**src/rtl/wb_pkg.sv**
```systemverilog
// Shared constants, FSM state encoding and FIFO entry layout for the
// register-file write-port arbiter.
package wb_pkg;

  localparam int XLEN       = 32;
  localparam int REG_ADDR_W = 5;

  typedef enum logic [1:0] {
    IDLE  = 2'd0,
    PEND  = 2'd1,
    FORCE = 2'd2
  } wb_state_e;

  typedef struct packed {
    logic [REG_ADDR_W-1:0] rd;
    logic [XLEN-1:0]       data;
  } wb_entry_t;

endpackage

```
**src/rtl/wb_port_arbiter_if.sv**
```systemverilog
// Bus bundle between the pipeline/side unit (master) and the write-port
// arbiter (slave).
interface wb_port_arbiter_if #(
  parameter int XLEN = 32
);

  logic            pipe_wb_valid;
  logic [4:0]      pipe_rd;
  logic [XLEN-1:0] pipe_data;
  logic            ext_valid;
  logic [4:0]      ext_rd;
  logic [XLEN-1:0] ext_data;
  logic            ext_ready;
  logic            stall_pipe;
  logic            rf_we;
  logic [4:0]      rf_waddr;
  logic [XLEN-1:0] rf_wdata;
  logic [31:0]     pending_mask;
  logic            ext_busy;

  modport master (
    output pipe_wb_valid, pipe_rd, pipe_data, ext_valid, ext_rd, ext_data,
    input  ext_ready, stall_pipe, rf_we, rf_waddr, rf_wdata, pending_mask, ext_busy
  );

  modport slave (
    input  pipe_wb_valid, pipe_rd, pipe_data, ext_valid, ext_rd, ext_data,
    output ext_ready, stall_pipe, rf_we, rf_waddr, rf_wdata, pending_mask, ext_busy
  );

endinterface

```
**src/rtl/wb_ext_fifo.sv**
```systemverilog
// Side-unit result FIFO: circular buffer with occupancy count plus a per-slot
// rd/valid view used to build the pending-register mask.
module wb_ext_fifo
  import wb_pkg::*;
#(
  parameter int DEPTH = 4
) (
  input  logic                            clk,
  input  logic                            rst,
  input  logic                            push,
  input  wb_entry_t                       push_entry,
  input  logic                            pop,
  output wb_entry_t                       head,
  output logic                            full,
  output logic                            empty,
  output logic [$clog2(DEPTH):0]          count,
  output logic [DEPTH-1:0]                slot_valid,
  output logic [DEPTH-1:0][REG_ADDR_W-1:0] slot_rd
);

  localparam int PTR_W = $clog2(DEPTH);
  localparam logic [PTR_W:0] FULL_CNT = (PTR_W+1)'(DEPTH);

  wb_entry_t        mem [DEPTH];
  logic [PTR_W-1:0] rd_ptr;
  logic [PTR_W-1:0] wr_ptr;
  logic [PTR_W:0]   cnt;
  logic             push_ok;
  logic             pop_ok;

  assign full    = (cnt == FULL_CNT);
  assign empty   = (cnt == '0);
  assign push_ok = push & ~full;
  assign pop_ok  = pop & ~empty;
  assign count   = cnt;
  assign head    = mem[rd_ptr];

  always_ff @(posedge clk) begin
    if (rst) begin
      rd_ptr <= '0;
      wr_ptr <= '0;
      cnt    <= '0;
    end else begin
      if (push_ok) wr_ptr <= wr_ptr + 1'b1;
      if (pop_ok)  rd_ptr <= rd_ptr + 1'b1;
      case ({push_ok, pop_ok})
        2'b10:   cnt <= cnt + 1'b1;
        2'b01:   cnt <= cnt - 1'b1;
        default: cnt <= cnt;
      endcase
    end
  end

  // Storage needs no reset: validity is derived purely from the pointers.
  always_ff @(posedge clk) begin
    if (push_ok) mem[wr_ptr] <= push_entry;
  end

  always_comb begin
    slot_valid = '0;
    slot_rd    = '0;
    for (int i = 0; i < DEPTH; i++) begin
      slot_valid[i] = ({1'b0, PTR_W'(i) - rd_ptr} < cnt);
      slot_rd[i]    = mem[i].rd;
    end
  end

endmodule

```
**src/rtl/wb_port_arbiter.sv**
```systemverilog
// Register-file write-port arbiter: pipeline writeback has priority, side-unit
// results queue in a FIFO and are force-drained after MAX_WAIT denied cycles.
// Optional macro WB_BYPASS_EN grants a side-unit result directly when idle.
//
// state | meaning
// IDLE  | FIFO empty
// PEND  | FIFO holds entries, head waits behind pipeline writes
// FORCE | head granted unconditionally, pipeline stalled this cycle
module wb_port_arbiter
  import wb_pkg::*;
#(
  parameter int XLEN      = wb_pkg::XLEN,
  parameter int EXT_DEPTH = 4,
  parameter int MAX_WAIT  = 4
) (
  input logic               clk,
  input logic               rst,
  wb_port_arbiter_if.slave  bus
);

  localparam int CNT_W  = $clog2(EXT_DEPTH) + 1;
  localparam int WAIT_W = $clog2(MAX_WAIT + 1);
  localparam logic [WAIT_W-1:0] WAIT_MAX = WAIT_W'(MAX_WAIT);

  wb_state_e state_q, state_d;
  logic [WAIT_W-1:0] wait_q, wait_d;

  logic            rf_we_q;
  logic [4:0]      rf_waddr_q;
  logic [XLEN-1:0] rf_wdata_q;
  logic [31:0]     mask;

  wb_entry_t                           fifo_head;
  wb_entry_t                           push_entry;
  logic                                fifo_full;
  logic                                fifo_empty;
  logic [CNT_W-1:0]                    fifo_count;
  logic [CNT_W-1:0]                    count_next;
  logic [EXT_DEPTH-1:0]                slot_valid;
  logic [EXT_DEPTH-1:0][REG_ADDR_W-1:0] slot_rd;

  logic ext_ready;
  logic force_cyc;
  logic pipe_eff;
  logic ext_hs;
  logic grant_head;
  logic grant_pipe;
  logic bypass;
  logic push;

  assign ext_ready  = ~rst & ~fifo_full;
  assign force_cyc  = (state_q == FORCE);
  assign push_entry = '{rd: bus.ext_rd, data: bus.ext_data};

  wb_ext_fifo #(
    .DEPTH (EXT_DEPTH)
  ) u_fifo (
    .clk        (clk),
    .rst        (rst),
    .push       (push),
    .push_entry (push_entry),
    .pop        (grant_head),
    .head       (fifo_head),
    .full       (fifo_full),
    .empty      (fifo_empty),
    .count      (fifo_count),
    .slot_valid (slot_valid),
    .slot_rd    (slot_rd)
  );

  always_comb begin
    grant_head = 1'b0;
    grant_pipe = 1'b0;
    bypass     = 1'b0;
    state_d    = state_q;
    wait_d     = wait_q;

    pipe_eff = bus.pipe_wb_valid & (bus.pipe_rd != '0) & ~force_cyc;
    ext_hs   = bus.ext_valid & ext_ready & (bus.ext_rd != '0);

    if (force_cyc)        grant_head = 1'b1;
    else if (pipe_eff)    grant_pipe = 1'b1;
    else if (!fifo_empty) grant_head = 1'b1;

`ifdef WB_BYPASS_EN
    bypass = ext_hs & fifo_empty & ~pipe_eff & ~force_cyc;
`endif
    push = ext_hs & ~bypass;

    if (fifo_empty || grant_head) wait_d = '0;
    else if (wait_q < WAIT_MAX)   wait_d = wait_q + 1'b1;

    count_next = fifo_count + CNT_W'(push) - CNT_W'(grant_head);

    case (state_q)
      IDLE, PEND: begin
        if (count_next == '0)        state_d = IDLE;
        else if (wait_d == WAIT_MAX) state_d = FORCE;
        else                         state_d = PEND;
      end
      FORCE:   state_d = (count_next == '0) ? IDLE : PEND;
      default: state_d = IDLE;
    endcase
  end

  always_ff @(posedge clk) begin
    if (rst) begin
      state_q    <= IDLE;
      wait_q     <= '0;
      rf_we_q    <= 1'b0;
      rf_waddr_q <= '0;
      rf_wdata_q <= '0;
    end else begin
      state_q <= state_d;
      wait_q  <= wait_d;
      rf_we_q <= grant_head | grant_pipe | bypass;
      if (grant_head) begin
        rf_waddr_q <= fifo_head.rd;
        rf_wdata_q <= fifo_head.data;
      end else if (grant_pipe) begin
        rf_waddr_q <= bus.pipe_rd;
        rf_wdata_q <= bus.pipe_data;
      end else if (bypass) begin
        rf_waddr_q <= bus.ext_rd;
        rf_wdata_q <= bus.ext_data;
      end
    end
  end

  // Duplicate rd entries simply OR into the same bit.
  always_comb begin
    mask = '0;
    for (int i = 0; i < EXT_DEPTH; i++) begin
      if (slot_valid[i]) mask[slot_rd[i]] = 1'b1;
    end
  end

  assign bus.ext_ready    = ext_ready;
  assign bus.stall_pipe   = force_cyc;
  assign bus.rf_we        = rf_we_q;
  assign bus.rf_waddr     = rf_waddr_q;
  assign bus.rf_wdata     = rf_wdata_q;
  assign bus.pending_mask = mask;
  assign bus.ext_busy     = ~fifo_empty;

endmodule

```
**src/flat_wrapper.sv**
```systemverilog
// flat-port wrapper written by rule: the top's interface ports become plain ports
module wb_port_arbiter_flat import wb_pkg::*;
#(
  parameter int XLEN      = wb_pkg::XLEN,
  parameter int EXT_DEPTH = 4,
  parameter int MAX_WAIT  = 4
)
  (clk, rst, bus_pipe_wb_valid, bus_pipe_rd, bus_pipe_data, bus_ext_valid, bus_ext_rd, bus_ext_data, bus_ext_ready, bus_stall_pipe, bus_rf_we, bus_rf_waddr, bus_rf_wdata, bus_pending_mask, bus_ext_busy);
  wb_port_arbiter_if #(.XLEN(XLEN)) bus_i ();
  input logic clk;
  input logic rst;
  input wire logic [$bits(bus_i.pipe_wb_valid)-1:0] bus_pipe_wb_valid;
  input wire logic [$bits(bus_i.pipe_rd)-1:0] bus_pipe_rd;
  input wire logic [$bits(bus_i.pipe_data)-1:0] bus_pipe_data;
  input wire logic [$bits(bus_i.ext_valid)-1:0] bus_ext_valid;
  input wire logic [$bits(bus_i.ext_rd)-1:0] bus_ext_rd;
  input wire logic [$bits(bus_i.ext_data)-1:0] bus_ext_data;
  output wire logic [$bits(bus_i.ext_ready)-1:0] bus_ext_ready;
  output wire logic [$bits(bus_i.stall_pipe)-1:0] bus_stall_pipe;
  output wire logic [$bits(bus_i.rf_we)-1:0] bus_rf_we;
  output wire logic [$bits(bus_i.rf_waddr)-1:0] bus_rf_waddr;
  output wire logic [$bits(bus_i.rf_wdata)-1:0] bus_rf_wdata;
  output wire logic [$bits(bus_i.pending_mask)-1:0] bus_pending_mask;
  output wire logic [$bits(bus_i.ext_busy)-1:0] bus_ext_busy;
  assign bus_i.pipe_wb_valid = bus_pipe_wb_valid;
  assign bus_i.pipe_rd = bus_pipe_rd;
  assign bus_i.pipe_data = bus_pipe_data;
  assign bus_i.ext_valid = bus_ext_valid;
  assign bus_i.ext_rd = bus_ext_rd;
  assign bus_i.ext_data = bus_ext_data;
  assign bus_ext_ready = bus_i.ext_ready;
  assign bus_stall_pipe = bus_i.stall_pipe;
  assign bus_rf_we = bus_i.rf_we;
  assign bus_rf_waddr = bus_i.rf_waddr;
  assign bus_rf_wdata = bus_i.rf_wdata;
  assign bus_pending_mask = bus_i.pending_mask;
  assign bus_ext_busy = bus_i.ext_busy;
  wb_port_arbiter #(.XLEN(XLEN), .EXT_DEPTH(EXT_DEPTH), .MAX_WAIT(MAX_WAIT)) u_core (.clk(clk), .rst(rst), .bus(bus_i));
endmodule
```
**config.mk**
```make
export PLATFORM = sky130hd
export DESIGN_NAME = wb_port_arbiter_flat
export DESIGN_NICKNAME = d
export VERILOG_FILES = /design/src/rtl/wb_pkg.sv /design/src/rtl/wb_port_arbiter_if.sv /design/src/rtl/wb_ext_fifo.sv /design/src/rtl/wb_port_arbiter.sv /design/src/flat_wrapper.sv
export SDC_FILE = /design/constraint.sdc
export NUM_CORES = 1
export LEC_CHECK = 0
export CORE_MARGIN = 1.5
export CORE_UTILIZATION = 58
export CTS_CLUSTER_SIZE = 16
export DETAILED_ROUTE_END_ITERATION = 10
export HOLD_SLACK_MARGIN = 0.02
export PLACE_DENSITY = 0.95
export SETUP_SLACK_MARGIN = 0.15
export SLEW_MARGIN = 40
export SYNTH_ARGS = -nofsm -noshare
export SYNTH_HDL_FRONTEND = slang
export SYNTH_SLANG_ARGS = --single-unit
```
**constraint.sdc**
```tcl
create_clock -name clk -period 6.8 [get_ports clk]
set_input_delay 0.68 -clock clk [delete_from_list [all_inputs] [get_ports clk]]
set_output_delay 0.68 -clock clk [all_outputs]
set_load 0.1 [all_outputs]
```
Word level (Yosys, flattened, before mapping)
Memories as Yosys holds them, arrays and structs flattened. A register that Yosys moved wholly into a read port is not among the register bits.
Cells that the tools add are included.
{"block": "classes", "add_sub_neg": 11, "magnitude_cmp": 13, "n_eq_ne": 6, "muxes": 32, "bitwise": 15, "n_reduce_logical": 13}
{"op": "32-bit 2-to-1 mux", "n": 6}
{"op": "32-bit OR", "n": 3}
{"op": "5-bit by 6-bit < comparator with 1-bit output, second input constant", "n": 4}
{"op": "1-bit demux with 5-bit select", "n": 4}
{"op": "5-bit by 1-bit >= comparator with 1-bit output, second input constant", "n": 4}
{"op": "2-bit by 3-bit < comparator with 1-bit output", "n": 4}
{"op": "1-bit 2-to-1 mux", "n": 12}
{"op": "5-bit 2-to-1 mux", "n": 2}
{"op": "5-bit nonzero test", "n": 2}
{"op": "2-bit 2-to-1 mux", "n": 4}
{"op": "1-bit bitwise AND", "n": 7}
{"op": "3-bit by 1-bit adder with 3-bit output, second input constant", "n": 2}
{"op": "3-bit equality test, second input constant", "n": 2}
{"op": "3-bit logical NOT", "n": 2}
{"op": "3-bit 2-to-1 mux", "n": 2}
{"op": "3-bit one-hot mux with 2 select lines", "n": 1}
{"op": "2-bit by 1-bit adder with 2-bit output, second input constant", "n": 2}
{"op": "2-bit by 1-bit equality test with 1-bit output, second input constant", "n": 2}
{"op": "2-bit equality test, second input constant", "n": 2}
{"op": "1-bit logical AND", "n": 4}
{"op": "1-bit inverter", "n": 4}
{"op": "2-bit one-hot mux with 2 select lines", "n": 1}
{"op": "2-bit nonzero test", "n": 2}
{"op": "1-bit by 2-bit subtractor with 2-bit output, first input constant", "n": 2}
{"op": "9 further kinds", "n": 10}
{"block": "word_totals", "register_bits": 50, "mem_bits_rw": 148, "memories": 1}
{"name": "u_core.u_fifo.mem", "words": 4, "width": 37, "read_ports": 5, "rd_ports_with_merged_regs": 1, "write_ports": 1, "line_no": "wb_ext_fifo.sv:24", "text": "wb_entry_t mem [DEPTH];"}

Depth between registers and ports, before layout
Gate-level depths: netlist of the first run.
An unclocked memory read counts as a cell.
{"block": "depth", "ltp_word": 12, "depth_mapped": 14}

Cells and area by module
Synthesis of the first run repeated with hierarchy kept, for this count alone.
{"block": "unflattened", "cells_unflattened": 682, "hier_area_um2": 9121.2}
{"module": "wb_ext_fifo", "instances": 1, "cells_each": 285, "area_each_um2": 6128.4, "seq_area_each_um2": 4624.4}
{"module": "wb_port_arbiter", "instances": 1, "cells_each": 397, "area_each_um2": 2992.9, "seq_area_each_um2": 860.8}

Worst setup path before layout of the first run
Ideal clock, no wire load.
{"block": "synth_timing", "path_type": "reg-to-output", "start": "register u_core.u_fifo.cnt[1], in the netlist u_core.u_fifo.count[1]", "end": "output bus_pending_mask[1]", "t_arrival_ps": 3428, "required_ps": 6120, "path_slack_ps": 2692, "stages_incl_launch_ff": 8, "cell_sequence": "dfxtp_1 inv_1 ha_1 a21boi_0 o21ba_2 or3b_2 clkbuf_1 o221ai_1"}
{"block": "synth_between", "elab_chain_len": 8, "word_cells_on_any_way": 11, "classes_between": "4 x order compare; 4 x mux; 3 x bitwise"}
{"item": "start: declaration", "line_no": "wb_ext_fifo.sv:27", "text": "logic [PTR_W:0] cnt;"}
{"item": "start signal: assignment", "line_no": "wb_ext_fifo.sv:47", "text": "2'b10: cnt <= cnt + 1'b1;"}
{"item": "start signal: assignment", "line_no": "wb_ext_fifo.sv:48", "text": "2'b01: cnt <= cnt - 1'b1;"}
{"item": "start signal: assignment", "line_no": "wb_ext_fifo.sv:49", "text": "default: cnt <= cnt;"}
{"item": "2-bit by 3-bit < comparator with 1-bit output", "line_no": "wb_ext_fifo.sv:63", "text": "slot_valid[i] = ({1'b0, PTR_W'(i) - rd_ptr} < cnt);"}
{"item": "32-bit 2-to-1 mux", "line_no": "wb_port_arbiter.sv:134", "text": "if (slot_valid[i]) mask[slot_rd[i]] = 1'b1;"}
{"item": "32-bit OR (no source line)"}
{"item": "32-bit 2-to-1 mux", "line_no": "wb_port_arbiter.sv:134"}
{"item": "32-bit OR (no source line)"}
{"item": "32-bit 2-to-1 mux", "line_no": "wb_port_arbiter.sv:134"}
{"item": "32-bit OR (no source line)"}
{"item": "32-bit 2-to-1 mux (*)", "line_no": "wb_port_arbiter.sv:134"}
{"item": "end: declaration", "line_no": "flat_wrapper.sv:23", "text": "output wire logic [$bits(bus_i.pending_mask)-1:0] bus_pending_mask;"}
Mark *: on every way between the ends. The rest lies on a longest branch, timed or not.

Worst setup path in the final report of the first run
{"block": "layout_timing", "start": "register u_core.u_fifo.cnt[1], in the netlist u_core.u_fifo.count[1]", "end": "output bus_pending_mask[5]"}
Same word-level chain as after synthesis.

==> results_dict.tcl, run 1 <==
set metrics [dict create \
    outcome "completed" \
    finalClockSkew_ps 8.45 \
    p_total_uw 4240 \
    die_w_um 132 \
    wl_per_cell_um 23.4 \
    p_per_area_mw_per_mm2 374 \
    grtUsageMet1 0.368 \
    final_cell_mix "edfxtp_1 (148), clkdlybuf4s50_1 (76), buf_2 (74)" \
    area_growth_pct 17.6 \
    cp-startpoint "u_core.u_fifo.count[1]" \
    n_fill_cell 1045 \
    cts_resized 0 \
    grt_max_degree 56 \
    yosysSeqAreaShare 0.570 \
    cp-end-kind "output pin" \
    period_needed_ps 3890 \
    overflow 0 \
    timing.setup.tns_ps 0 \
    syn_inst 720 \
    final_common_cell "edfxtp_1" \
    firstDrtPassIters 6 \
    yosys.area.top_type_share 0.462 \
    leakage_uw 0.00386 \
    syn_nets 812 \
    grt_antenna_before_repair 1 \
    met3_usage 0.0696 \
    clock-sinks 200 \
    final-setup-viol-count 0 \
    place_inst 1033 \
    io_pins 151 \
    critPathBufInv 2 \
    fin_cells 1065 \
    syn_avg_cell_area_um2 13.4 \
    diodes 0 \
    cp.required_ps 6120 \
    drive_gt1_frac 0.194 \
    synth-edff-count 148 \
    ant_nets 0 \
    nNetsFinal 928 \
    cts.root.buffer_cell "clkbuf_16" \
    initial_core_util 0.599 \
    grt_pass1_wl_mm 38.6 \
    clkTransAtPathRegs_ps 70 \
    ys.flop_type "edfxtp_1" \
    drcViolationCount 0 \
    synth_cell_types 68 \
    totalWireLength_mm 25.0 \
    crit_fanout 6 \
    cts_tree "done" \
    clockBufferDepth 2 \
    routabilityCongestion 1.10 \
    vias 7295 \
    async_flop_share 0 \
    synth_area_leaders "edfxtp_1 (46%), dfxtp_1 (11%), mux4_2 (6.8%)" \
    grt_pass1_vias 7053 \
    min-delay-start "u_core.bus.rf_wdata[29]" \
    numCtsBuffers 17 \
    insertion_delay_ps 430 \
    dr.first_iter.drc_count 1039 \
    crit_arrival_ps 3210 \
    fin_crit_sh 0.572 \
    postCtsSetupBuffers 0 \
    ys_seq_elements 200 \
    fp-row-count 46 \
    fmax_ghz 0.257 \
    grt_use_total 0.288 \
    slowest_delay_ps 840 \
    hold_class "flip-flop to flip-flop" \
    yosysWarningCount 0 \
    die_y_um 132 \
    ctsHoldBuffers 0 \
    cpMaxStageDelayCell "nor4_1" \
    drv_cap 0 \
    crit_chain "inv_1 -> ha_1 -> a211oi_1 -> nor4_1 -> a22oi_1 -> o221ai_1 -> buf_2" \
    rsz0062_at_grt "false" \
    start_kind "flip-flop" \
    r2r_start "u_core.u_fifo.count[2]" \
    port_buffers 150 \
    dieArea_mm2 0.0174 \
    worst-setup-path-type "flip-flop to output pin" \
    grt_util_met2 0.466 \
    htreeDepth 4 \
    via_per_inst 6.85 \
    slew_headroom 0.374 \
    grt-busiest-layer "met2" \
    synth_area_leader_cell "edfxtp_1" \
    coreArea_mm2 0.0161 \
    syn-cell-area_mm2 0.00963 \
    hold_viol 0 \
    cp_top_family "simple AND/OR/NAND/NOR gates" \
    peakVddDrop_mv 0.233 \
    tightest_slew_ps 930 \
    slew_viol_final 0 \
    dp_hpwl_mm 16.7 \
]
-- sequential cells by signal, indices dropped and copies added, names as in the netlist, named ones only --
name,flops
u_core.state_q,2
u_core.u_fifo.wr_ptr,2
u_core.wait_q,3
u_core.u_fifo.mem,148
u_core.u_fifo.count,3
u_core.bus.rf_waddr,5
u_core.bus.rf_wdata,32
u_core.u_fifo.rd_ptr,2
u_core.bus.rf_we,1
-- where the power goes --
group	internal, uW	leakage (uW)	switching [uW]	total (uW)
registers	1440	0.00177	115	1560
logic	444	0.00182	1280	1720
clock network	512	0.000272	449	961
-- cell type report --
| type | count | area, um2 | area share |
|---|---|---|---|
| Inverter | 41 | 156 | 0.0138 |
| Sequential cell | 200 | 5490 | 0.485 |
| Tap cell | 216 | 270 | 0.0239 |
| Multi-Input combinational cell | 423 | 3680 | 0.325 |
| Clock buffer | 17 | 425 | 0.0376 |
| Clock inverter | 15 | 141 | 0.0125 |
| Timing Repair Buffer | 153 | 1150 | 0.102 |
-- routing by layer --
layer / share of wire / up-vias
met5: 0 / -
met3: 0.088 / 89
met4: 0.040 / 0
met1: 0.38 / 3572
li1: - / 3177
met2: 0.49 / 457
-- per-stage QoR --
stage	hold WS, ps	instance area [um2]	worst slack (ps)	util
6_report	512	11300	2910	0.705
5_1_grt	547	11300	2810	0.705
4_1_cts	514	11300	3000	0.704
3_5_place_dp	511	10700	2920	0.669
3_3_place_gp	488	11100	2800	0.691
2_1_floorplan	475	9630	2690	-
-- cells in the mapped netlist (all sizes together), types with 8 or more instances --
| library cell | instances |
|---|---|
| a221o | 18 |
| nor3 | 48 |
| nor2 | 28 |
| inv | 40 |
| o22ai | 17 |
| a22oi | 8 |
| nand3 | 19 |
| ha | 12 |
| dfxtp | 52 |
| a21oi | 10 |
| o2111ai | 12 |
| nand2 | 12 |
| mux4 | 37 |
| clkbuf | 33 |
| edfxtp | 148 |
| or4 | 24 |
| buf | 23 |
| o311ai | 22 |
| o221ai | 23 |
| nor2b | 16 |
| nand2b | 16 |
| a211oi | 24 |
-- logic make-up after synthesis --
family | after synthesis | synth area share
AO/OA/AOI/OAI | 167 | 0.144
multiplexers | 39 | 0.0919
buffers and inverters | 97 | 0.0512
flip-flops | 200 | 0.570
AND/OR/NAND/NOR | 197 | 0.118
XOR/XNOR | 6 | 0.00546
adder cells (fa/ha/maj) | 14 | 0.0198
-- worst register-to-register path: stages (launching register included) --
cell     delay, ps
dfxtp_1        460
nor3_4         480
inv_4          220
nor2_4         610
nor2_1         170
ha_1           330
inv_1           50
ha_1           180
fa_1           380
xnor2_1        150
xnor2_1        140
a221o_1        340
nor2b_1        110
-- path summary, 6_finish.rpt --
path                                                 to  slack, ps  cells past startpoint
worst max register to register        u_core.state_q[1]       3120                     12
worst max-delay path                bus_pending_mask[5]       2910                      7
worst min-delay path            u_core.bus.rf_wdata[29]        510                      2
worst min register to register  u_core.bus.rf_wdata[29]        510                      2
Power figures use the tool's default switching activity.
==> run 2, diff against run 1 <==
--- a/config.mk
+++ b/config.mk
@@ -6,11 +6,11 @@
 export NUM_CORES = 1
 export LEC_CHECK = 0
 export CORE_MARGIN = 1.5
-export CORE_UTILIZATION = 58
+export CORE_UTILIZATION = 54
 export CTS_CLUSTER_SIZE = 16
 export DETAILED_ROUTE_END_ITERATION = 10
 export HOLD_SLACK_MARGIN = 0.02
-export PLACE_DENSITY = 0.95
+export PLACE_DENSITY = 0.91
 export SETUP_SLACK_MARGIN = 0.15
 export SLEW_MARGIN = 40
 export SYNTH_ARGS = -nofsm -noshare
==> constraint.sdc (replaced) <==
create_clock -name clk -period 4.05 [get_ports clk]
set_input_delay 0.405 -clock clk [delete_from_list [all_inputs] [get_ports clk]]
set_output_delay 0.405 -clock clk [all_outputs]
set_load 0.1 [all_outputs]
==> results_dict.tcl, run 2 (synthesized netlist as in run 1, its figures left out) <==
set metrics [dict create \
    outcome "completed" \
    cp-end-kind "output pin" \
    numCtsBuffers 17 \
    period_needed_ps 3500 \
    cp_top_family "compound AO/OA/AOI/OAI gates" \
    port_buffers 150 \
    initial_core_util 0.555 \
    grt_pass1_wl_mm 39.0 \
    clock-sinks 200 \
    io_pins 151 \
    timing.setup.tns_ps 0 \
    postPlaceCellArea_mm2 0.0109 \
    postCtsSetupBuffers 0 \
    final-setup-viol-count 0 \
    routabilityCongestion 0.970 \
    grt_pass1_vias 6962 \
    crit_chain "inv_1 -> ha_1 -> a211oi_1 -> nor4_1 -> o2bb2a_1 -> o221ai_1 -> buf_4" \
    clockBufferDepth 2 \
    die_y_um 137 \
    coreArea_mm2 0.0174 \
    dieArea_mm2 0.0186 \
    crit_cells 7 \
    crit_fanout 6 \
    area_growth_pct 20.2 \
    rsz0062_at_grt "false" \
    cts_tree "done" \
    grt_use_total 0.281 \
    vias 7251 \
    clkTransAtPathRegs_ps 70 \
    via_per_inst 6.67 \
    cpMaxStageDelayCell "a211oi_1" \
    fp-row-count 48 \
    dp_hpwl_mm 16.7 \
    drcViolationCount 0 \
    totalWireLength_mm 25.6 \
    multi_input_area_mm2 0.00365 \
    wl_per_cell_um 23.5 \
    min_path_cells 2 \
    switchingPower_uw 3090 \
    r2r_cells 12 \
    overflow 0 \
    htreeDepth 4 \
    tightest_slew_ps 760 \
    worst-setup-path-type "flip-flop to output pin" \
    dr.first_iter.drc_count 1149 \
    fin_cells 1087 \
    seqPwrFrac 0.356 \
    power_frac_comb 0.394 \
    finalClockSkew_ps 10.7 \
    cts.root.buffer_cell "clkbuf_16" \
    place_inst 1054 \
    hold_viol 0 \
    regMostFlops "u_core.u_fifo.mem" \
    grt_antenna_before_repair 2 \
    drv_cap 0 \
    slowest_delay_ps 640 \
    die_w_um 137 \
    slew_headroom 0.488 \
    fmax_ghz 0.285 \
    peakVddDrop_mv 0.380 \
    ant_nets 0 \
    ctsHoldBuffers 0 \
    pwr-share-clk 0.250 \
    final_cell_mix "edfxtp_1 (148), clkdlybuf4s50_1 (77), dfxtp_1 (50)" \
    firstDrtPassIters 6 \
    n_fill_cell 1217 \
    critPathBufInv 2 \
    drive_gt1_frac 0.202 \
    crit_arrival_ps 3100 \
    cts_resized 0 \
    final_common_cell "edfxtp_1" \
    p_sw_frac 0.418 \
    p_per_area_mw_per_mm2 640 \
    area.sequential_mm2 0.00549 \
    nNetsFinal 940 \
    cell_internal_pwr_uw 4310 \
    slew_viol_final 0 \
    final_cell_area_mm2 0.0116 \
    largest_register_ffs 148 \
    cp.required_ps 3640 \
    hold_class "flip-flop to flip-flop" \
    start_kind "flip-flop" \
    fin_crit_sh 0.865 \
    insertion_delay_ps 430 \
    leakage_uw 0.00396 \
    grt_max_degree 56 \
]
-- run 2: power groups by stage --
stage	logic [uW]	clock network, uW	registers, uW
3_3_place_gp	2940	0	2660
2_1_floorplan	1630	0	3290
5_1_grt	3060	1940	2670
3_5_place_dp	2870	0	2670
4_1_cts	2900	1850	2640
6_report	2920	1850	2640
-- run 2: worst reg2reg max path: cells and delay by family (launching register included) --
kind                     cells  cell delay, ps
AND/OR/NAND/NOR              4             870
XOR/XNOR                     2             320
AO/OA/AOI/OAI                1             330
adder cells (fa/ha/maj)      3             870
buffers and inverters        2             270
flip-flops                   1             490
-- run 2: layout make-up --
| cell class | count | share of cell area |
|---|---|---|
| diodes | 1 | 0.000216 |
| clock buffers | 17 | 0.0368 |
| clock inverters | 15 | 0.0192 |
| inverters | 41 | 0.0135 |
| multi-input cells | 423 | 0.316 |
| flip-flops and latches | 200 | 0.475 |
| well taps | 225 | 0.0243 |
| repair buffers | 165 | 0.115 |
-- run 2: stage by stage --
stage                     hold slack, ps  utilization  setup WS, ps  power [uW]
after floorplan                      475            -           217        4920
after global placement               491        0.640           584        5600
after detailed placement             510        0.629           500        5550
after CTS                            521        0.666           594        7400
after global routing                 561        0.667           444        7670
final                                519        0.667           546        7410
-- run 2: per-layer routing --
layer | global-route usage | share of wire | up-vias
met1 | 0.369 | 0.39 | 3533
met5 | 0 | 0.00051 | -
met2 | 0.452 | 0.49 | 419
met3 | 0.0556 | 0.070 | 93
li1 | - | - | 3204
met4 | 0.134 | 0.042 | 2
-- run 2: final timing paths --
check / slack (ps) / start / endpoint
hold reg to reg: 520 / u_core.bus.rf_wdata[11] / u_core.bus.rf_wdata[11]
hold / removal: 520 / u_core.bus.rf_wdata[11] / u_core.bus.rf_wdata[11]
setup reg to reg: 870 / u_core.u_fifo.count[2] / u_core.state_q[1]
setup / recovery: 550 / u_core.u_fifo.count[1] / bus_pending_mask[1]
==> run 3, diff against run 2 <==
--- a/config.mk
+++ b/config.mk
@@ -5,12 +5,13 @@
 export SDC_FILE = /design/constraint.sdc
 export NUM_CORES = 1
 export LEC_CHECK = 0
+export ABC_CLOCK_PERIOD_IN_PS = 4050
 export CORE_MARGIN = 1.5
-export CORE_UTILIZATION = 54
+export CORE_UTILIZATION = 45
 export CTS_CLUSTER_SIZE = 16
 export DETAILED_ROUTE_END_ITERATION = 10
 export HOLD_SLACK_MARGIN = 0.02
-export PLACE_DENSITY = 0.91
+export PLACE_DENSITY = 0.8
 export SETUP_SLACK_MARGIN = 0.15
 export SLEW_MARGIN = 40
 export SYNTH_ARGS = -nofsm -noshare
==> constraint.sdc (replaced) <==
create_clock -name clk -period 4.05 [get_ports clk]
set_input_delay 0.405 -clock clk [delete_from_list [all_inputs] [get_ports clk]]
set_output_delay 0.405 -clock clk [all_outputs]
set_load 0.01 [all_outputs]
==> results_dict.tcl, run 3 (synthesized netlist as in run 1, its figures left out) <==
set metrics [dict create \
    n_fill_cell 1658 \
    drive_gt1_frac 0.115 \
    final-setup-viol-count 0 \
    hold_slack_ps 527 \
    postCtsSetupBuffers 0 \
    met3_usage 0.0401 \
    slew_headroom 0.423 \
    final_cell_mix "clkdlybuf4s50_1 (150), edfxtp_1 (148), dfxtp_1 (50)" \
    io_pins 151 \
    grt_max_degree 56 \
    cpMaxStageDelayCell "a211oi_1" \
    slowest_delay_ps 690 \
    fp-row-count 53 \
    dp_hpwl_mm 17.0 \
    clockBufferDepth 2 \
    p_per_area_mw_per_mm2 528 \
    port_buffers 150 \
    totalWireLength_mm 25.1 \
    final_common_cell "clkdlybuf4s50_1" \
    regMostFlops "u_core.u_fifo.mem" \
    finalClockSkew_ps 12.3 \
    leakage_uw 0.00381 \
    die_w_um 149 \
    die_y_um 149 \
    r2r_cells 12 \
    multi_input_area_mm2 0.00366 \
    grtUsageMet1 0.309 \
    crit_fanout 6 \
    outcome "completed" \
    fmax_ghz 0.265 \
    grt_use_total 0.231 \
    grt-busiest-layer "met2" \
    cp.required_ps 3640 \
    vias 6980 \
    cts.root.buffer_cell "clkbuf_16" \
    fin_crit_sh 0.930 \
    overflow 0 \
    dieArea_mm2 0.0223 \
    ant_nets 0 \
    drcViolationCount 0 \
    start_kind "flip-flop" \
    numCtsBuffers 17 \
    crit_arrival_ps 3360 \
    hold_class "flip-flop to flip-flop" \
    min_path_cells 2 \
    grt_pass1_vias 6891 \
    via_per_inst 6.15 \
    tightest_slew_ps 860 \
    area.sequential_mm2 0.00549 \
    grt_util_met2 0.372 \
    routabilityCongestion 0.898 \
    htreeDepth 4 \
    largest_register_ffs 148 \
    insertion_delay_ps 440 \
    grt_pass1_wl_mm 38.6 \
    initial_core_util 0.458 \
    clock-sinks 200 \
    clkTransAtPathRegs_ps 80 \
    crit_chain "inv_1 -> ha_1 -> a211oi_1 -> nor4_1 -> o2bb2a_1 -> o221ai_1 -> clkdlybuf4s50_1" \
    rsz0062_at_grt "false" \
    coreArea_mm2 0.0210 \
    grt_antenna_before_repair 2 \
    nNetsFinal 937 \
    timing.setup.tns_ps 0 \
    slew_viol_final 0 \
    firstDrtPassIters 7 \
    cp-end-kind "output pin" \
    drv_cap 0 \
    peakVddDrop_mv 0.322 \
    dr.first_iter.drc_count 589 \
    worst-setup-path-type "flip-flop to output pin" \
    period_needed_ps 3770 \
    hold_viol 0 \
    p_total_uw 6250 \
    cts_tree "done" \
    area_growth_pct 22.9 \
    wl_per_cell_um 22.1 \
]
==> run 3: cell types whose count changed in the layout (fill, tap and decap cells not counted), sizes merged <==
cell | previous run | this run
inv | 43 | 47
clkinv | 4 | 9
clkdlybuf4s50 | 77 | 150
clkinvlp | 4 | 0
diode | 1 | 2
buf | 88 | 12
bufinv | 5 | 0
==> run 3: layout make-up <==
cell class | instances | share of cell area
sequential | 200 | 0.464
multi-input combinational | 423 | 0.309
timing repair buffer | 162 | 0.135
clock buffer | 17 | 0.0360
tap | 275 | 0.0291
clock inverter | 15 | 0.0132
inverter | 41 | 0.0132
antenna | 2 | 0.000423
==> run 3: worst paths after layout <==
check,to,from,slack [ps]
min,u_core.bus.rf_wdata[23],u_core.bus.rf_wdata[23],530
min reg2reg,u_core.bus.rf_wdata[23],u_core.bus.rf_wdata[23],530
max reg2reg,u_core.state_q[1],u_core.u_fifo.count[2],910
max,bus_pending_mask[1],u_core.u_fifo.count[1],280
==> run 3: critical path, delay by kind of cell, from the launching register on <==
kind | cells | cell delay, ps
simple gates | 1 | 260
buf+inv | 2 | 710
fa+ha+maj | 1 | 360
flops | 1 | 450
compound gates | 3 | 1140
==> run 3: power by group <==
| part | internal [uW] | switching (uW) | total [uW] |
|---|---|---|---|
| sequential | 2420 | 217 | 2640 |
| clock | 826 | 816 | 1640 |
| combinational | 904 | 1070 | 1970 |
| total | 4150 | 2100 | 6250 |
==> run 3: timing repair <==
action | CTS | global route
setup endpoints to repair | 0 | 1
resized for setup | 0 | 1
hold endpoints to repair | 0 | 0
hold buffers | 0 | 0
==> run 3: routing by layer <==
layer  up-vias  routed length [um]
li1       3210                   -
met3        49                1540
met2       278               12400
met5         -                   0
met1      3443               10500
met4         0                 604
==> run 3: per-stage QoR <==
step                      instance area [um2]  worst slack (ps)  utilization  instances
after global routing                    11800               150        0.563       1135
final                                   11800               283        0.563       1135
after CTS                               11800               349        0.562       1133
after floorplan                          9630              1100            -        720
after detailed placement                11200               478        0.535       1101
after global placement                  11200               575        0.534       1101
